## config.mk

```make
export PLATFORM = sky130hd
export DESIGN_NAME = haze_frame_ctrl
export DESIGN_NICKNAME = d
export VERILOG_FILES = /design/src/rtl/haze_frame_ctrl_pkg.sv /design/src/rtl/haze_frame_geom_chk.sv /design/src/rtl/haze_frame_ctrl.sv
export SDC_FILE = /design/constraint.sdc
export NUM_CORES = 1
export LEC_CHECK = 0
export BUFFER_PORTS_ARGS = -buffer_cell sky130_fd_sc_hd__buf_2
export CORE_MARGIN = 5
export CORE_UTILIZATION = 30
export CTS_BUF_LIST = sky130_fd_sc_hd__clkbuf_16
export CTS_CLUSTER_SIZE = 16
export DETAILED_ROUTE_END_ITERATION = 8
export MAX_ROUTING_LAYER = met4
export REMOVE_ABC_BUFFERS = 1
export SLEW_MARGIN = 15
export SYNTH_ARGS = -nofsm -noshare
export SYNTH_HDL_FRONTEND = slang
export SYNTH_SLANG_ARGS = --single-unit
```

## constraint.sdc

```tcl
create_clock -name clk -period 5.7 [get_ports clk]
set_input_delay 1.425 -clock clk [delete_from_list [all_inputs] [get_ports clk]]
set_output_delay 1.425 -clock clk [all_outputs]
set_load 0.03 [all_outputs]
```

## src/rtl/haze_frame_ctrl_pkg.sv

```systemverilog
// Shared definitions for the haze frame controller.
// Holds the FSM state encoding, the atmospheric-light defaults and a clamp
// helper used when latching the measured A value.
package haze_frame_ctrl_pkg;

    typedef enum logic [2:0] {
        ST_IDLE     = 3'd0,
        ST_ARM      = 3'd1,
        ST_WAIT_SOF = 3'd2,
        ST_RUN      = 3'd3,
        ST_WAIT_A   = 3'd4
    } state_e;

    localparam logic [7:0] HFC_A_DEFAULT = 8'd220;
    localparam logic [7:0] HFC_A_MIN     = 8'd16;

    // Raise a value to a floor (max of the two).
    function automatic logic [7:0] clamp_floor(input logic [7:0] val, input logic [7:0] floor_v);
        return (val < floor_v) ? floor_v : val;
    endfunction

endpackage

```

## src/rtl/haze_frame_geom_chk.sv

```systemverilog
// Frame geometry checker.
// Counts gated pixels (clken) and line starts (href rising edges) for one
// frame and flags a size mismatch in the frame's closing cycle.
// Ports:
//   clk, rst        clock, async active-high reset
//   sof_i           start of frame; restarts both counters
//   eof_i           closing cycle of a frame being checked
//   en_i            gate open; only gated samples are counted
//   href_i, clken_i source line / pixel qualifiers
//   frame_bad_c_o   combinational mismatch pulse, valid with eof_i
module haze_frame_geom_chk #(
    parameter int unsigned IMG_W = 640,
    parameter int unsigned IMG_H = 480
) (
    input  logic clk,
    input  logic rst,
    input  logic sof_i,
    input  logic eof_i,
    input  logic en_i,
    input  logic href_i,
    input  logic clken_i,
    output logic frame_bad_c_o
);

    localparam int unsigned PIX_W  = $clog2(IMG_W * IMG_H + 1);
    localparam int unsigned LINE_W = $clog2(IMG_H + 1);

    logic              href_q;
    logic [PIX_W-1:0]  pix_q, pix_d, pix_base;
    logic [LINE_W-1:0] line_q, line_d, line_base;
    logic              pix_inc, line_inc;

    assign pix_inc  = en_i & clken_i;
    assign line_inc = en_i & href_i & ~href_q;

    // Counters restart on SOF and saturate so an oversized frame cannot wrap
    // back onto the expected size.
    always_comb begin
        pix_base  = sof_i ? '0 : pix_q;
        line_base = sof_i ? '0 : line_q;
        pix_d     = pix_base;
        line_d    = line_base;
        if (pix_inc && (pix_base != '1)) begin
            pix_d = pix_base + PIX_W'(1);
        end
        if (line_inc && (line_base != '1)) begin
            line_d = line_base + LINE_W'(1);
        end
    end

    // Compare including the current cycle's contribution.
    assign frame_bad_c_o = eof_i & ((pix_d != PIX_W'(IMG_W * IMG_H)) |
                                    (line_d != LINE_W'(IMG_H)));

    always_ff @(posedge clk or posedge rst) begin
        if (rst) begin
            href_q <= 1'b0;
            pix_q  <= '0;
            line_q <= '0;
        end else begin
            href_q <= href_i;
            pix_q  <= pix_d;
            line_q <= line_d;
        end
    end

endmodule

```

## src/rtl/haze_frame_ctrl.sv

```systemverilog
// Frame-level controller for the dehaze pipeline.
// Gates the source video stream so the pipeline only ever sees whole frames,
// selects the atmospheric light A per frame, and tracks frame geometry and
// A-delivery errors.
// Ports:
//   clk, rst                      clock, async active-high reset
//   pre_frame_vsync/href/clken    source stream (vsync high for whole frame)
//   cfg_enable, cfg_bypass        run / bypass requests
//   cfg_a_force, cfg_a_value      override of the measured A
//   err_clr                       clears sticky error flags
//   a_result, a_done              measured A and its valid strobe
//   gate_frame_vsync/href/clken   gated stream, one cycle latency
//   a_value, bypass_sel           per-frame A and output mux select
//   busy, frame_cnt               status
//   geom_err, a_timeout           sticky error flags
module haze_frame_ctrl
    import haze_frame_ctrl_pkg::*;
#(
    parameter int unsigned IMG_W     = 640,
    parameter int unsigned IMG_H     = 480,
    parameter logic [7:0]  A_DEFAULT = HFC_A_DEFAULT,
    parameter logic [7:0]  A_MIN     = HFC_A_MIN,
    parameter int unsigned A_TIMEOUT = 4096
) (
    input  logic        clk,
    input  logic        rst,
    input  logic        pre_frame_vsync,
    input  logic        pre_frame_href,
    input  logic        pre_frame_clken,
    input  logic        cfg_enable,
    input  logic        cfg_bypass,
    input  logic        cfg_a_force,
    input  logic [7:0]  cfg_a_value,
    input  logic        err_clr,
    input  logic [7:0]  a_result,
    input  logic        a_done,
    output logic        gate_frame_vsync,
    output logic        gate_frame_href,
    output logic        gate_frame_clken,
    output logic [7:0]  a_value,
    output logic        bypass_sel,
    output logic        busy,
    output logic [15:0] frame_cnt,
    output logic        geom_err,
    output logic        a_timeout
);

    localparam int unsigned TMR_W = $clog2(A_TIMEOUT + 1);

    state_e            state_q, state_d;
    logic              vsync_q;
    logic [TMR_W-1:0]  tmr_q, tmr_d;
    logic [7:0]        a_meas_q, a_meas_d;
    logic              a_meas_valid_q, a_meas_valid_d;
    logic [7:0]        a_value_q, a_value_d;
    logic              bypass_q, bypass_d;
    logic              gate_vs_q, gate_hr_q, gate_ck_q;
    logic [15:0]       frame_cnt_q, frame_cnt_d;
    logic              geom_err_q, geom_err_d;
    logic              a_to_q, a_to_d;
    logic              busy_q, busy_d;

    logic sof_c, eof_c, enter_run_c, gate_open_c, run_eof_c;
    logic timeout_c, late_sof_c, geom_bad_c;

    assign sof_c = pre_frame_vsync & ~vsync_q;
    assign eof_c = ~pre_frame_vsync & vsync_q;

    // A new frame may start from WAIT_SOF or straight out of WAIT_A.
    assign enter_run_c = sof_c & ((state_q == ST_WAIT_SOF) | (state_q == ST_WAIT_A));
    assign gate_open_c = (state_q == ST_RUN) | enter_run_c;
    assign run_eof_c   = eof_c & (state_q == ST_RUN);

    // Next-state logic, A-wait timer and A capture.
    always_comb begin
        state_d        = state_q;
        tmr_d          = tmr_q;
        a_meas_d       = a_meas_q;
        a_meas_valid_d = a_meas_valid_q;
        timeout_c      = 1'b0;
        late_sof_c     = 1'b0;

        case (state_q)
            ST_IDLE: begin
                if (cfg_enable) begin
                    state_d = ST_ARM;
                end
            end
            ST_ARM: begin
                // Wait for a blanking cycle so we never join mid-frame.
                if (!pre_frame_vsync) begin
                    state_d = ST_WAIT_SOF;
                end
            end
            ST_WAIT_SOF: begin
                if (sof_c) begin
                    state_d = ST_RUN;
                end else if (!cfg_enable) begin
                    state_d = ST_IDLE;
                end
            end
            ST_RUN: begin
                if (eof_c) begin
                    state_d = ST_WAIT_A;
                    tmr_d   = '0;
                end
            end
            ST_WAIT_A: begin
                if (a_done) begin
                    a_meas_d       = clamp_floor(a_result, A_MIN);
                    a_meas_valid_d = 1'b1;
                end
                if (sof_c) begin
                    // a_done in the SOF cycle is already captured above.
                    state_d    = ST_RUN;
                    late_sof_c = ~a_done;
                end else if (a_done) begin
                    state_d = cfg_enable ? ST_WAIT_SOF : ST_IDLE;
                end else if (tmr_q == TMR_W'(A_TIMEOUT - 1)) begin
                    timeout_c = 1'b1;
                    state_d   = cfg_enable ? ST_WAIT_SOF : ST_IDLE;
                end else begin
                    tmr_d = tmr_q + TMR_W'(1);
                end
            end
            default: begin
                state_d = ST_IDLE;
            end
        endcase
    end

    // Per-frame settings, counters and sticky flags.
    always_comb begin
        a_value_d   = a_value_q;
        bypass_d    = bypass_q;
        frame_cnt_d = frame_cnt_q + {15'd0, run_eof_c};
        geom_err_d  = (geom_err_q & ~err_clr) | geom_bad_c;
        a_to_d      = (a_to_q & ~err_clr) | timeout_c | late_sof_c;
        busy_d      = (state_d != ST_IDLE);
        if (enter_run_c) begin
            a_value_d = cfg_a_force    ? cfg_a_value :
                        a_meas_valid_d ? a_meas_d    : A_DEFAULT;
            bypass_d  = cfg_bypass;
        end
    end

    haze_frame_geom_chk #(
        .IMG_W (IMG_W),
        .IMG_H (IMG_H)
    ) u_geom (
        .clk           (clk),
        .rst           (rst),
        .sof_i         (sof_c),
        .eof_i         (run_eof_c),
        .en_i          (gate_open_c),
        .href_i        (pre_frame_href),
        .clken_i       (pre_frame_clken),
        .frame_bad_c_o (geom_bad_c)
    );

    always_ff @(posedge clk or posedge rst) begin
        if (rst) begin
            state_q        <= ST_IDLE;
            vsync_q        <= 1'b0;
            tmr_q          <= '0;
            a_meas_q       <= '0;
            a_meas_valid_q <= 1'b0;
            a_value_q      <= A_DEFAULT;
            bypass_q       <= 1'b0;
            gate_vs_q      <= 1'b0;
            gate_hr_q      <= 1'b0;
            gate_ck_q      <= 1'b0;
            frame_cnt_q    <= '0;
            geom_err_q     <= 1'b0;
            a_to_q         <= 1'b0;
            busy_q         <= 1'b0;
        end else begin
            state_q        <= state_d;
            vsync_q        <= pre_frame_vsync;
            tmr_q          <= tmr_d;
            a_meas_q       <= a_meas_d;
            a_meas_valid_q <= a_meas_valid_d;
            a_value_q      <= a_value_d;
            bypass_q       <= bypass_d;
            gate_vs_q      <= pre_frame_vsync & gate_open_c;
            gate_hr_q      <= pre_frame_href  & gate_open_c;
            gate_ck_q      <= pre_frame_clken & gate_open_c;
            frame_cnt_q    <= frame_cnt_d;
            geom_err_q     <= geom_err_d;
            a_to_q         <= a_to_d;
            busy_q         <= busy_d;
        end
    end

    assign gate_frame_vsync = gate_vs_q;
    assign gate_frame_href  = gate_hr_q;
    assign gate_frame_clken = gate_ck_q;
    assign a_value          = a_value_q;
    assign bypass_sel       = bypass_q;
    assign busy             = busy_q;
    assign frame_cnt        = frame_cnt_q;
    assign geom_err         = geom_err_q;
    assign a_timeout        = a_to_q;

endmodule
```

==> PnR_summary.wiki, run 1 <==
{| class="wikitable"
! Metric !! Value
|-
| Total non-filler cell area in the finished layout || approximately 0.0051 mm2
|-
| Final critical path time including I/O delays and setup || roughly 4 ns
|-
| Met3 routed wirelength || 412 um
|-
| HPWL after detailed placement || between 7 and 8 mm
|-
| Reported max-cap violation count || 0
|-
| Dpl cell area || 0.00483 mm2
|-
| Average footprint of a synthesized cell || about 10 um2
|-
| Maximum number of pins on one net before global-route repair || just under 50
|-
| Die H || about 130 um
|-
| Initial cell density of the core || a little under a third
|-
| Depth of the worst register-to-register path || 12
|-
| Die footprint || ~0.017 mm2
|-
| Data arrival time of the worst path || about 4.3 ns
|-
| Unrepaired setup endpoints after global routing || false
|-
| Area Growth Syn to Fin || 17.9%
|-
| Area of the multi-input gates || ~0.0021 mm2
|-
| Fill cell count || between 1,000 and 1,500
|-
| Routed len/inst || roughly 14 um
|-
| Cell chosen for the clock root || sky130_fd_sc_hd__clkbuf_16
|-
| Final weighted congestion in routability-driven placement || around 0.87
|-
| First-pass GRT wire length || 16.5 mm
|-
| Flop-to-flop setup slack || between 2 and 2.5 ns
|-
| Worst reg2reg endpoint || geom_err
|-
| CTS buffer count || 9
|-
| Main flop type after synthesis || sky130_fd_sc_hd__dfrtp_1
|-
| Post-route fraction of the period consumed by the critical path || 71.3%
|-
| Worst-path cell with the longest stage delay || sky130_fd_sc_hd__or3_1
|-
| Crit end category || flip-flop
|-
| Highest layer used for signal routing || met4
|-
| Count of warnings emitted by yosys || 0
|-
| Leak Pwr || about 2.3 nW
|-
| N_diodes || 0
|-
| Vias after detailed routing || between 3,000 and 4,000
|-
| Final ANT Viol Nets || 0
|-
| Outcome || complete, no violations
|-
| Final-report setup violation count || 0
|-
| Worst skew pair latency || about 0.33 ns
|-
| Launch instance of the worst register-to-register path || vsync_q
|-
| DRT iter0 DRCs || 212
|-
| Buffers from clock root to sink, at most || 2
|-
| Worst hold slack || ~0.47 ns
|-
| I/O Pins || 57
|-
| CTS tree || done
|-
| Number of synthesized flops with an enable pin || 0
|-
| Floorplan die width || 131 um
|-
| Series of cell instances along the critical path || buf_2 > nand2b_1 > nand2_1 > inv_1 > ha_1 > nand4_1 > or3_1 > nor3_2 > nand2b_1 > nor2_1 > o32a_1 > nor4b_1 > a31oi_1
|-
| CP delay by family, top || simple AND/OR/NAND/NOR gates
|-
| Clock tree skew after final layout || about 0.0041 ns
|-
| Antenna violations before repair || 0
|-
| Peak VDD IR || around 0.00015 V
|-
| Critical path type || input pin to flip-flop
|-
| Cell area after synthesis || roughly 0.0044 mm2
|-
| Data required time at the worst endpoint || just under 6 ns
|-
| DR WL met2 || 4.57 mm
|-
| Setup Buffers After CTS || 0
|-
| Maximum clock frequency || approximately 250 MHz
|-
| Number of max-slew violations in the final report || 0
|-
| Top cell type by total area after synthesis || sky130_fd_sc_hd__dfrtp_1
|-
| H-tree lvl count || 3
|-
| Top post-synthesis cells by area || sky130_fd_sc_hd__dfrtp_1 (47%), sky130_fd_sc_hd__xnor2_1 (5.4%), sky130_fd_sc_hd__nand2_1 (4.6%)
|-
| Largest fanout on the critical path || 11
|-
| Logic depth of the worst setup path including buffers || 13
|-
| Floorplan Core Area || 0.0144 mm2
|-
| Number of input and output port buffers inserted || between 50 and 60
|-
| Setup crit start || pre_frame_vsync
|-
| Total Nets Final || 537
|-
| Rows || between 40 and 50
|-
| Max_slew headroom || between 30% and 40%
|-
| Total routing usage reported by global routing || between 10% and 20%
|-
| Number of endpoints with negative hold slack in the final report || 0
|-
| Share of synthesized flip-flops with an asynchronous set or reset || 100%
|-
| Clock slew at the register clock pins of the worst setup and hold paths || around 0.060 ns
|-
| Count of different cell masters after synthesis || 62
|-
| Metal-1 WL || between 4 and 5 mm
|-
| Count of buffer and inverter cells on the critical path || 2
|-
| Detailed-route DRC error count || 0
|-
| Worst setup path end || geom_err
|-
| Worst Hold Depth || 1
|-
| Power density normalized to cell area || roughly 360 mW/mm2
|-
| Most common cell on crit path || sky130_fd_sc_hd__nand2b_1
|-
| Overall routed net length || roughly 10 mm
|-
| Biggest cell delay along the critical path || between 0.3 and 0.4 ns
|-
| CP startpoint kind || input pin
|-
| Number of detailed-route iterations in the first pass || 5
|-
| Area occupied by registers || approximately 0.0022 mm2
|-
| Yosys reg bits || 86
|-
| Post-cts gate resize count || 0
|-
| Cells after synthesis || 447
|-
| Count of hold buffers inserted by post-cts repair || 0
|-
| Min-Delay Path Class || flip-flop to flip-flop
|-
| Summed negative setup slack over all endpoints || 0 ns
|-
| Number of sinks driven by the clock tree || 86
|-
| GRT Residual Overflow || 0
|-
| Vias in the first global route || ~3,300
|-
| Post-synth top area share || 46.5%
|-
| Share of the yosys chip area belonging to registers || just under 50%
|-
| Layout cells sized above 1 || about a fifth
|-
| Worst-Margin Slew || around 0.93 ns
|-
| Avg Vias per Cell || 4.89
|-
| Total power after layout || around 1.9 mW
|}
per-layer routing:
layer,vias up,global-route usage [%]
met4,0,3.15
met2,63,18.6
met5,-,-
li1,1686,-
met1,1632,17.0
met3,5,2.93
where the power goes:
group	internal [mW]	switching (mW)	leakage (nW)
Clock	0.378	0.238	0.154
Sequential	0.732	0.0810	1.15
Combinational	0.148	0.284	1.03
how the worst min path moves through the flow:
stage                  startpoint            end  slack (ns)
floorplan             a_meas_q[0]    a_meas_q[0]        0.43
global placement    frame_cnt[15]  frame_cnt[15]        0.46
detailed placement    a_meas_q[6]    a_meas_q[6]        0.46
CTS                   a_meas_q[6]    a_meas_q[6]        0.48
global route         frame_cnt[5]   frame_cnt[5]        0.50
finish              frame_cnt[15]  frame_cnt[15]        0.47
state kept, by name (all words and copies together), names as in the netlist:
register and cells:
u_geom.pix_q 19, frame_cnt 16, tmr_q 13, u_geom.line_q 9
a_meas_q 8, a_value 8, state_q 3, a_meas_valid_q 1
a_timeout 1, busy 1, bypass_sel 1, gate_frame_clken 1
gate_frame_href 1, gate_frame_vsync 1, geom_err 1, u_geom.href_q 1
vsync_q 1
per-stage QoR:
step | util (%) | std cells | setup slack, ns
4_1_cts | 35.8 | 693 | 1.63
3_3_place_gp | 33.6 | 678 | 1.41
2_1_floorplan | - | 434 | 1.61
5_1_grt | 35.8 | 693 | 1.27
6_report | 35.8 | 693 | 1.64
3_5_place_dp | 33.6 | 678 | 1.27
cell families after synthesis:
logic type,after synthesis,synth area share [%]
adder cells (fa/ha/maj),6,1.72
AO/OA/AOI/OAI,62,9.36
buffers and inverters,25,2.56
multiplexers,10,2.56
AND/OR/NAND/NOR,214,25.4
flip-flops,86,49.5
XOR/XNOR,44,8.85
placed cells by master, fill, tap and decap left out, types with 2 or more instances in the layout:
cell type                    n
sky130_fd_sc_hd__bufinv_16   2
sky130_fd_sc_hd__nor2b_1     3
sky130_fd_sc_hd__o21bai_1    2
sky130_fd_sc_hd__buf_4       4
sky130_fd_sc_hd__ha_1        6
sky130_fd_sc_hd__o21a_1      2
sky130_fd_sc_hd__nor2_1     53
sky130_fd_sc_hd__a21oi_1    12
sky130_fd_sc_hd__o31ai_1     2
sky130_fd_sc_hd__o41ai_1     2
sky130_fd_sc_hd__clkinv_2    2
sky130_fd_sc_hd__nand2b_1    7
sky130_fd_sc_hd__and4_1      4
sky130_fd_sc_hd__dfstp_2     5
sky130_fd_sc_hd__o311ai_0    2
sky130_fd_sc_hd__o211ai_1    2
sky130_fd_sc_hd__nand4_1    11
sky130_fd_sc_hd__inv_1      13
sky130_fd_sc_hd__and3_1      4
sky130_fd_sc_hd__and2_1     10
sky130_fd_sc_hd__nand2_1    53
sky130_fd_sc_hd__mux2_2      9
sky130_fd_sc_hd__nor3b_1     3
sky130_fd_sc_hd__nor4b_1     4
sky130_fd_sc_hd__o21ai_0    17
sky130_fd_sc_hd__dfrtp_1    81
sky130_fd_sc_hd__clkbuf_16   9
sky130_fd_sc_hd__nor3_1     10
sky130_fd_sc_hd__xnor2_1    27
sky130_fd_sc_hd__nand3_1    24
sky130_fd_sc_hd__or4_1       2
sky130_fd_sc_hd__a31oi_1     5
sky130_fd_sc_hd__buf_2      56
sky130_fd_sc_hd__a22oi_1     3
sky130_fd_sc_hd__or3_1      10
sky130_fd_sc_hd__nand3b_1    2
sky130_fd_sc_hd__or2_2       2
sky130_fd_sc_hd__xor2_1     17
cell type report:
| type | count | share of cell area [%] |
|---|---|---|
| Clock buffer | 9 | 4.38 |
| Clock inverter | 6 | 1.56 |
| Inverter | 12 | 0.901 |
| Multi-Input combinational cell | 336 | 40.6 |
| Sequential cell | 86 | 42.0 |
| Tap cell | 184 | 4.48 |
| Timing Repair Buffer | 60 | 6.04 |
synth_stat cells, drive strengths merged, types with 2 or more instances:
cell type  count
dfstp          5
nand3b         2
nand4         11
nor3          11
xnor2         27
nand3         24
and2          11
nand2         54
buf            4
o21a           2
clkbuf         9
o21bai         2
o311ai         2
and4           4
mux2           9
a21oi         12
inv           12
o211ai         2
o41ai          2
nand2b         7
dfrtp         81
xor2          17
or2            3
and3           4
a21boi         2
nor4b          5
or4            2
a31oi          5
or3           10
a22oi          3
o21ai         17
nor3b          4
o31ai          2
ha             6
nor2          53
nor2b          4
No activity file was read; power rests on OpenSTA's default activity.
==> run 2: changes to the inputs <==
ABC_AREA = 1   (was default)
clock period = 4.15 ns   (was 5.7 ns; I/O delays follow)
==> run 2 against run 1 <==
Compared with the run above: via count grew 19%; critical path type unchanged; largest power group unchanged; register-to-register slack worse by 1.3 ns; flip-flop and latch count stayed put; clock skew increased by 0.0036 ns; final cell count up 31%; critical endpoint unchanged.
==> PnR_summary.wiki, run 2 <==
{| class="wikitable"
! Metric !! Value
|-
| Post-route fraction of the period consumed by the critical path || 83.7%
|-
| Die H || 137 um (+5.1%)
|-
| Adder-Cell Fraction of Synth Area || 1.55% (-0.18 points)
|-
| Share of synthesized flip-flops with an asynchronous set or reset || 100% (unchanged)
|-
| Leading cell types in the layout, fill and taps excluded || sky130_fd_sc_hd__nand2_1 (159), sky130_fd_sc_hd__inv_1 (100), sky130_fd_sc_hd__dfrtp_1 (81)
|-
| Detailed-route DRC error count || 0 (unchanged)
|-
| Summed negative setup slack over all endpoints || 0 ns (unchanged)
|-
| Number of input and output port buffers inserted || 56 (unchanged)
|-
| Yosys reg bits || 86 (unchanged)
|-
| Number of detailed-route iterations in the first pass || 4 (-1)
|-
| Total non-filler cell area in the finished layout || 0.00566 mm2 (+10%)
|-
| Data arrival time of the worst path || 3.71 ns (-0.55 ns)
|-
| Antenna violations before repair || 0 (unchanged)
|-
| Initial cell density of the core || 30.5% (+0.22 points)
|-
| Proportion of power drawn by flip-flops and latches || 42.3% (-1.4 points)
|-
| Rows || 46 (+4.5%)
|-
| Min-Delay Path Class || flip-flop to flip-flop
|-
| CTS tree || done
|-
| Number of endpoints with negative hold slack in the final report || 0 (unchanged)
|-
| Die footprint || 0.0188 mm2 (+10%)
|-
| Dpl cell area || 0.00539 mm2 (+11%)
|-
| Maximum number of pins on one net before global-route repair || 69 (+41%)
|-
| Critical path type || input pin to flip-flop
|-
| Maximum clock frequency || between 200 and 300 MHz
|-
| Vias after detailed routing || 4,026 (+19%)
|-
| Data required time at the worst endpoint || 4.38 ns (-1.52 ns)
|-
| Area Growth Syn to Fin || 16.7%
|-
| Clock network fraction of design power || 28.2% (-4.9 points)
|-
| Final-report setup violation count || 0 (unchanged)
|-
| Setup Buffers After CTS || 0 (unchanged)
|-
| Top post-synthesis cells by area || sky130_fd_sc_hd__dfrtp_1 (42%), sky130_fd_sc_hd__nand2_1 (12%), sky130_fd_sc_hd__inv_1 (7.8%)
|-
| Post-synth top area share || 41.8% (-4.8 points)
|-
| Fill cell count || 1,689 (+18%)
|-
| Floorplan Core Area || 0.0159 mm2 (+11%)
|-
| CP startpoint kind || input pin
|-
| GRT Residual Overflow || 0 (unchanged)
|-
| Final weighted congestion in routability-driven placement || 0.837 (-3.3%)
|-
| Avg Vias per Cell || 4.42 (-9.6%)
|-
| Buffers from clock root to sink, at most || 2 (unchanged)
|-
| Switching share of power || 37.2% (+4.8 points)
|-
| Largest family of logic cells by synthesized area || simple AND/OR/NAND/NOR gates
|-
| CTS buffer count || 9 (unchanged)
|-
| Main flop type after synthesis || sky130_fd_sc_hd__dfrtp_1
|-
| Overall routed net length || 10.9 mm (+11%)
|-
| Top cell type by total area after synthesis || sky130_fd_sc_hd__dfrtp_1
|-
| H-tree lvl count || 3 (unchanged)
|-
| Leak Pwr || 2.87 nW (+23%)
|-
| Cell chosen for the clock root || sky130_fd_sc_hd__clkbuf_16
|-
| Number of max-slew violations in the final report || 0 (unchanged)
|-
| Power density normalized to cell area || 469 mW/mm2 (+29%)
|-
| First-pass GRT wire length || 18.6 mm (+13%)
|-
| Average footprint of a synthesized cell || 7.74 um2 (-21%)
|-
| Worst-Margin Slew || 0.584 ns (-0.350 ns)
|-
| Vias in the first global route || 3,802 (+14%)
|-
| XOR/XNOR share of the synthesized area || 4.15% (-4.7 points)
|-
| Proportion of synthesized area in mux cells || 0.413% (-2.1 points)
|-
| Clock tree skew after final layout || 0.00765 ns (+0.00356 ns)
|-
| N_diodes || 0 (unchanged)
|-
| Final ANT Viol Nets || 0 (unchanged)
|-
| Count of hold buffers inserted by post-cts repair || 0 (unchanged)
|-
| Post-synthesis compound-gate area fraction || 6.68% (-2.7 points)
|-
| Net Sw Power || 987 uW (+64%)
|-
| Layout Utilization || 35.6% (-0.12 points)
|-
| Total power after layout || 2.65 mW (+43%)
|-
| Total Nets Final || 722 (+34%)
|-
| Routed len/inst || 12.0 um (-15%)
|-
| Final critical path time including I/O delays and setup || between 3 and 4 ns
|-
| Clock slew at the register clock pins of the worst setup and hold paths || 0.06 ns (about the same)
|-
| Leading cell type by number of instances after synthesis || sky130_fd_sc_hd__nand2_1
|-
| Synthesized-area fraction occupied by and/or/nand/nor cells || 32.7% (+7.3 points)
|-
| Post-cts gate resize count || 0 (unchanged)
|-
| Share of the yosys chip area belonging to registers || 44.5% (-5.1 points)
|-
| Outcome || complete, no violations
|-
| Layout cells sized above 1 || 17.0% (-2.3 points)
|-
| Crit end category || flip-flop
|-
| Unrepaired setup endpoints after global routing || false
|-
| Number of sinks driven by the clock tree || 86 (unchanged)
|-
| Cell area after synthesis || 0.00485 mm2 (+11%)
|-
| DRT iter0 DRCs || 242 (+14%)
|-
| Largest fanout on the critical path || 27 (+16)
|-
| Peak VDD IR || 0.000298 V (+98%)
|-
| Total routing usage reported by global routing || 12.8% (+0.44 points)
|-
| Worst skew pair latency || 0.34 ns (about the same)
|-
| Leading cell type in the layout, fill and taps excluded || sky130_fd_sc_hd__nand2_1
|-
| I/O Pins || 57 (unchanged)
|-
| Number of synthesized flops with an enable pin || 0 (unchanged)
|-
| Share of total power in combinational logic || 29.5% (+6.3 points)
|-
| Cells after synthesis || 627 (+40%)
|-
| Reported max-cap violation count || 0 (unchanged)
|-
| Flip-flop count of the largest register after layout || 19 (unchanged)
|-
| Post-synth top cells || sky130_fd_sc_hd__nand2_1 (159), sky130_fd_sc_hd__inv_1 (101), sky130_fd_sc_hd__dfrtp_1 (81)
|-
| Max_slew headroom || 61.0% (+24 points)
|-
| Internal power summed over all cells || 1.67 mW (+32%)
|-
| Count of warnings emitted by yosys || 0 (unchanged)
|-
| HPWL after detailed placement || 8.14 mm (+14%)
|-
| Largest register by flop count || u_geom.pix_q
|-
| Floorplan die width || 137 um (+5.1%)
|-
| Count of different cell masters after synthesis || 41 (-34%)
|}
[run 2: area by class of cell]
type / count / area, um2 / area share (%)
flip-flops and latches: 86 / 2160 / 38.1
clock buffers: 9 / 225 / 3.98
clock inverters: 7 / 50.0 / 0.884
multi-input cells: 423 / 2210 / 39.0
inverters: 107 / 404 / 7.14
well taps: 216 / 270 / 4.77
repair buffers: 63 / 345 / 6.10
[run 2: worst paths after layout]
check	from	endpoint	slack, ns	cells after the start
hold reg to reg	a_meas_valid_q	a_meas_valid_q	0.45	2
setup reg to reg	tmr_q[0]	frame_cnt[15]	0.99	19
max in group asynchronous	rst	a_value[2]	2.76	3
hold / removal	a_meas_valid_q	a_meas_valid_q	0.45	2
setup / recovery	pre_frame_vsync	geom_err	0.68	21
min in group asynchronous	rst	gate_frame_href	0.66	2
[run 2: through the flow]
| step | hold WS [ns] | cells | setup WS (ns) |
|---|---|---|---|
| final | 0.446 | 911 | 0.677 |
| after CTS | 0.448 | 911 | 0.691 |
| after global placement | 0.429 | 895 | 0.318 |
| after floorplan | 0.416 | 616 | 0.332 |
| after global routing | 0.480 | 911 | 0.394 |
| after detailed placement | 0.432 | 895 | 0.339 |
[run 2: logic make-up after synthesis]
| kind of cell | Yosys count |
|---|---|
| fa+ha+maj | 6 |
| compound gates | 52 |
| flops | 86 |
| buf+inv | 118 |
| xor+xnor | 23 |
| mux | 2 |
| simple gates | 340 |
[run 2: power groups by stage]
stage	Sequential, mW	Clock [mW]	Combinational, mW
6_report	1.12	0.748	0.783
5_1_grt	1.14	0.814	0.881
4_1_cts	1.12	0.776	0.794
3_5_place_dp	1.14	0	0.790
3_3_place_gp	1.14	0	0.791
2_1_floorplan	1.29	0	0.384
[run 2: critical path, stage by stage]
cell,delay (ns)
sky130_fd_sc_hd__buf_2,0.13
sky130_fd_sc_hd__nand2_4,0.16
sky130_fd_sc_hd__buf_4,0.36
sky130_fd_sc_hd__nand2_1,0.12
sky130_fd_sc_hd__inv_1,0.09
sky130_fd_sc_hd__ha_1,0.24
sky130_fd_sc_hd__nand2_1,0.09
sky130_fd_sc_hd__inv_1,0.05
sky130_fd_sc_hd__nand3_1,0.14
sky130_fd_sc_hd__nor2_4,0.20
sky130_fd_sc_hd__nand3_2,0.10
sky130_fd_sc_hd__nor2_1,0.14
sky130_fd_sc_hd__nor2_2,0.14
sky130_fd_sc_hd__nand3b_1,0.11
sky130_fd_sc_hd__nand2_1,0.07
sky130_fd_sc_hd__nor2_1,0.17
sky130_fd_sc_hd__nand2_1,0.09
sky130_fd_sc_hd__nor2_1,0.10
sky130_fd_sc_hd__nand2_1,0.05
sky130_fd_sc_hd__nand2_1,0.05
sky130_fd_sc_hd__nand2_1,0.04
[run 2: layer usage]
layer | wire length [um] | vias up | GRT usage, %
met1 | 5520 | 1839 | 17.8
li1 | - | 2113 | -
met4 | 125 | 0 | 3.44
met5 | 0 | - | -
met3 | 438 | 9 | 2.92
met2 | 4840 | 65 | 19.0
==> run 3: changes to the inputs <==
ABC_AREA = 0   (was 1)
clock period = 3 ns   (was 4.15 ns; I/O delays follow)
==> run 3 against run 2 <==
Compared with the run above: combinational power is 10% higher; clock-buffer cell count stayed put; die area is 9.5% lower; clock skew is 0.0027 ns lower; register-to-register slack worse by 0.80 ns; core utilization is 2.4 points higher; critical endpoint unchanged; largest cell class is now flip-flops and latches; highest routed layer unchanged.
==> PnR_summary.wiki, run 3 (synthesis results as in run 1) <==
{| class="wikitable"
! Metric !! Value
|-
| Vias after detailed routing || 3,539 (-12%)
|-
| DRT iter0 DRCs || 249 (+2.9%)
|-
| Final critical path time including I/O delays and setup || approximately 3 ns
|-
| Worst skew pair latency || 0.34 ns (about the same)
|-
| Floorplan die width || 131 um (-4.9%)
|-
| Outcome || complete, no violations
|-
| Antenna violations before repair || 0 (unchanged)
|-
| Routed len/inst || 13.9 um (+16%)
|-
| Worst-Margin Slew || 0.689 ns (+0.105 ns)
|-
| Cell chosen for the clock root || sky130_fd_sc_hd__clkbuf_16
|-
| Setup Buffers After CTS || 0 (unchanged)
|-
| GRT Residual Overflow || 0 (unchanged)
|-
| Total Nets Final || 577 (-20%)
|-
| Critical path type || input pin to flip-flop
|-
| Leak Pwr || 2.52 nW (-12%)
|-
| Filler-free cell count of the finished design || 734 (-19%)
|-
| Overall routed net length || 10.2 mm (-6.9%)
|-
| Power density normalized to cell area || 638 mW/mm2 (+36%)
|-
| CTS tree || done
|-
| Final ANT Viol Nets || 0 (unchanged)
|-
| Flip-flop count of the largest register after layout || 19 (unchanged)
|-
| HPWL after detailed placement || 7.54 mm (-7.4%)
|-
| Leading cell types in the layout, fill and taps excluded || sky130_fd_sc_hd__dfrtp_1 (81), sky130_fd_sc_hd__buf_2 (56), sky130_fd_sc_hd__nor2_1 (53), sky130_fd_sc_hd__nand2_1 (53), sky130_fd_sc_hd__buf_4 (43)
|-
| Die footprint || 0.0170 mm2 (-9.5%)
|-
| Worst hold slack || 0.438 ns (-0.00773 ns)
|-
| Floorplan Core Area || 0.0144 mm2 (-9.5%)
|-
| Total power after layout || 3.49 mW (+32%)
|-
| Clock tree skew after final layout || 0.00491 ns (-0.00274 ns)
|-
| Total routing usage reported by global routing || 12.4% (-0.46 points)
|-
| Largest fanout on the critical path || 4 (-85%)
|-
| Min-Delay Path Class || input pin to async pin
|-
| Rows || 44 (-4.3%)
|-
| Fill cell count || 1,418 (-16%)
|-
| Peak VDD IR || 0.000284 V (-4.7%)
|-
| Number of input and output port buffers inserted || 56 (unchanged)
|-
| Layout cells sized above 1 || 26.2% (+9.2 points)
|-
| Die H || 131 um (-4.9%)
|-
| Reported max-cap violation count || 0 (unchanged)
|-
| Area of the multi-input gates || 0.00213 mm2 (-3.5%)
|-
| N_diodes || 0 (unchanged)
|-
| Number of sinks driven by the clock tree || 86 (unchanged)
|-
| Summed negative setup slack over all endpoints || 0 ns (unchanged)
|-
| Largest register by flop count || u_geom.pix_q
|-
| Leading cell type in the layout, fill and taps excluded || sky130_fd_sc_hd__dfrtp_1
|-
| H-tree lvl count || 3 (unchanged)
|-
| Detailed-route DRC error count || 0 (unchanged)
|-
| Max_slew headroom || 54.0% (-7.0 points)
|-
| Data arrival time of the worst path || 3.12 ns (-0.59 ns)
|-
| CP startpoint kind || input pin
|-
| Data required time at the worst endpoint || 3.21 ns (-1.17 ns)
|-
| Crit end category || flip-flop
|-
| Vias in the first global route || 3,452 (-9.2%)
|-
| Post-route fraction of the period consumed by the critical path || between 90% and 100%
|-
| Number of max-slew violations in the final report || 0 (unchanged)
|-
| Number of detailed-route iterations in the first pass || 4 (unchanged)
|-
| Dpl cell area || 0.00514 mm2 (-4.5%)
|-
| Number of endpoints with negative hold slack in the final report || 0 (unchanged)
|-
| Area occupied by registers || 0.00216 mm2 (unchanged)
|-
| Final-report setup violation count || 0 (unchanged)
|-
| Avg Vias per Cell || 4.82 (+9.1%)
|-
| First-pass GRT wire length || 16.7 mm (-11%)
|-
| Total non-filler cell area in the finished layout || 0.00547 mm2 (-3.4%)
|-
| Area Growth Syn to Fin || 25.6%
|-
| Count of hold buffers inserted by post-cts repair || 0 (unchanged)
|-
| I/O Pins || 57 (unchanged)
|-
| Maximum clock frequency || ~340 MHz
|-
| Final weighted congestion in routability-driven placement || 0.876 (+4.6%)
|-
| CTS buffer count || 9 (unchanged)
|-
| Maximum number of pins on one net before global-route repair || 42 (-39%)
|-
| Cell count after placement || 718 (-20%)
|-
| Buffers from clock root to sink, at most || 2 (unchanged)
|-
| Clock slew at the register clock pins of the worst setup and hold paths || 0.06 ns (about the same)
|-
| Initial cell density of the core || 30.3% (-0.22 points)
|}
-- run 3: layout make-up --
class | instances | area share (%)
clock inverter | 7 | 1.05
clock buffer | 9 | 4.12
tap | 184 | 4.21
timing repair buffer | 100 | 11.4
multi-input combinational | 336 | 38.9
sequential | 86 | 39.5
inverter | 12 | 0.846
-- run 3: where the power goes --
group | internal (mW) | switching [mW]
logic | 0.319 | 0.546
registers | 1.39 | 0.157
clock network | 0.632 | 0.445
total | 2.34 | 1.15
-- run 3: routing by layer --
layer  share of wire (%)  GRT usage (%)
met5                   0              -
met4                 1.8           5.32
met3                 3.9           1.87
met2                  47           18.4
met1                  48           16.8
-- run 3: through the flow --
stage,util (%),worst slack (ns)
floorplan,-,-0.411
global placement,35.8,-0.277
detailed placement,35.8,-0.345
CTS,37.8,0.0498
global route,38.1,-0.0151
finish,38.1,0.0837
-- run 3: path summary, 6_finish.rpt --
path / start / to / slack [ns] / depth (start not counted)
max: pre_frame_vsync / geom_err / 0.08 / 13
min: rst / frame_cnt[3] / 0.44 / 2
max reg2reg: vsync_q / geom_err / 0.19 / 13
min reg2reg: frame_cnt[15] / frame_cnt[15] / 0.47 / 1
max in group asynchronous: rst / a_value[3] / 1.92 / 3
min in group clk: frame_cnt[15] / frame_cnt[15] / 0.47 / 1
-- run 3: critical path: stages --
cell                        delay (ns)
sky130_fd_sc_hd__buf_2            0.12
sky130_fd_sc_hd__nand2b_4         0.08
sky130_fd_sc_hd__buf_4            0.12
sky130_fd_sc_hd__and2_1           0.14
sky130_fd_sc_hd__ha_2             0.19
sky130_fd_sc_hd__nand3_1          0.10
sky130_fd_sc_hd__a211o_1          0.29
sky130_fd_sc_hd__buf_4            0.16
sky130_fd_sc_hd__or3_1            0.32
sky130_fd_sc_hd__xnor2_1          0.14
sky130_fd_sc_hd__o21a_1           0.23
sky130_fd_sc_hd__a2111oi_4        0.35
sky130_fd_sc_hd__a31oi_1          0.13
-- run 3: repair_timing --
item	4_1_cts	5_1_grt
pin swaps	0	6
resized for setup	1	7
setup endpoints to repair	1	1
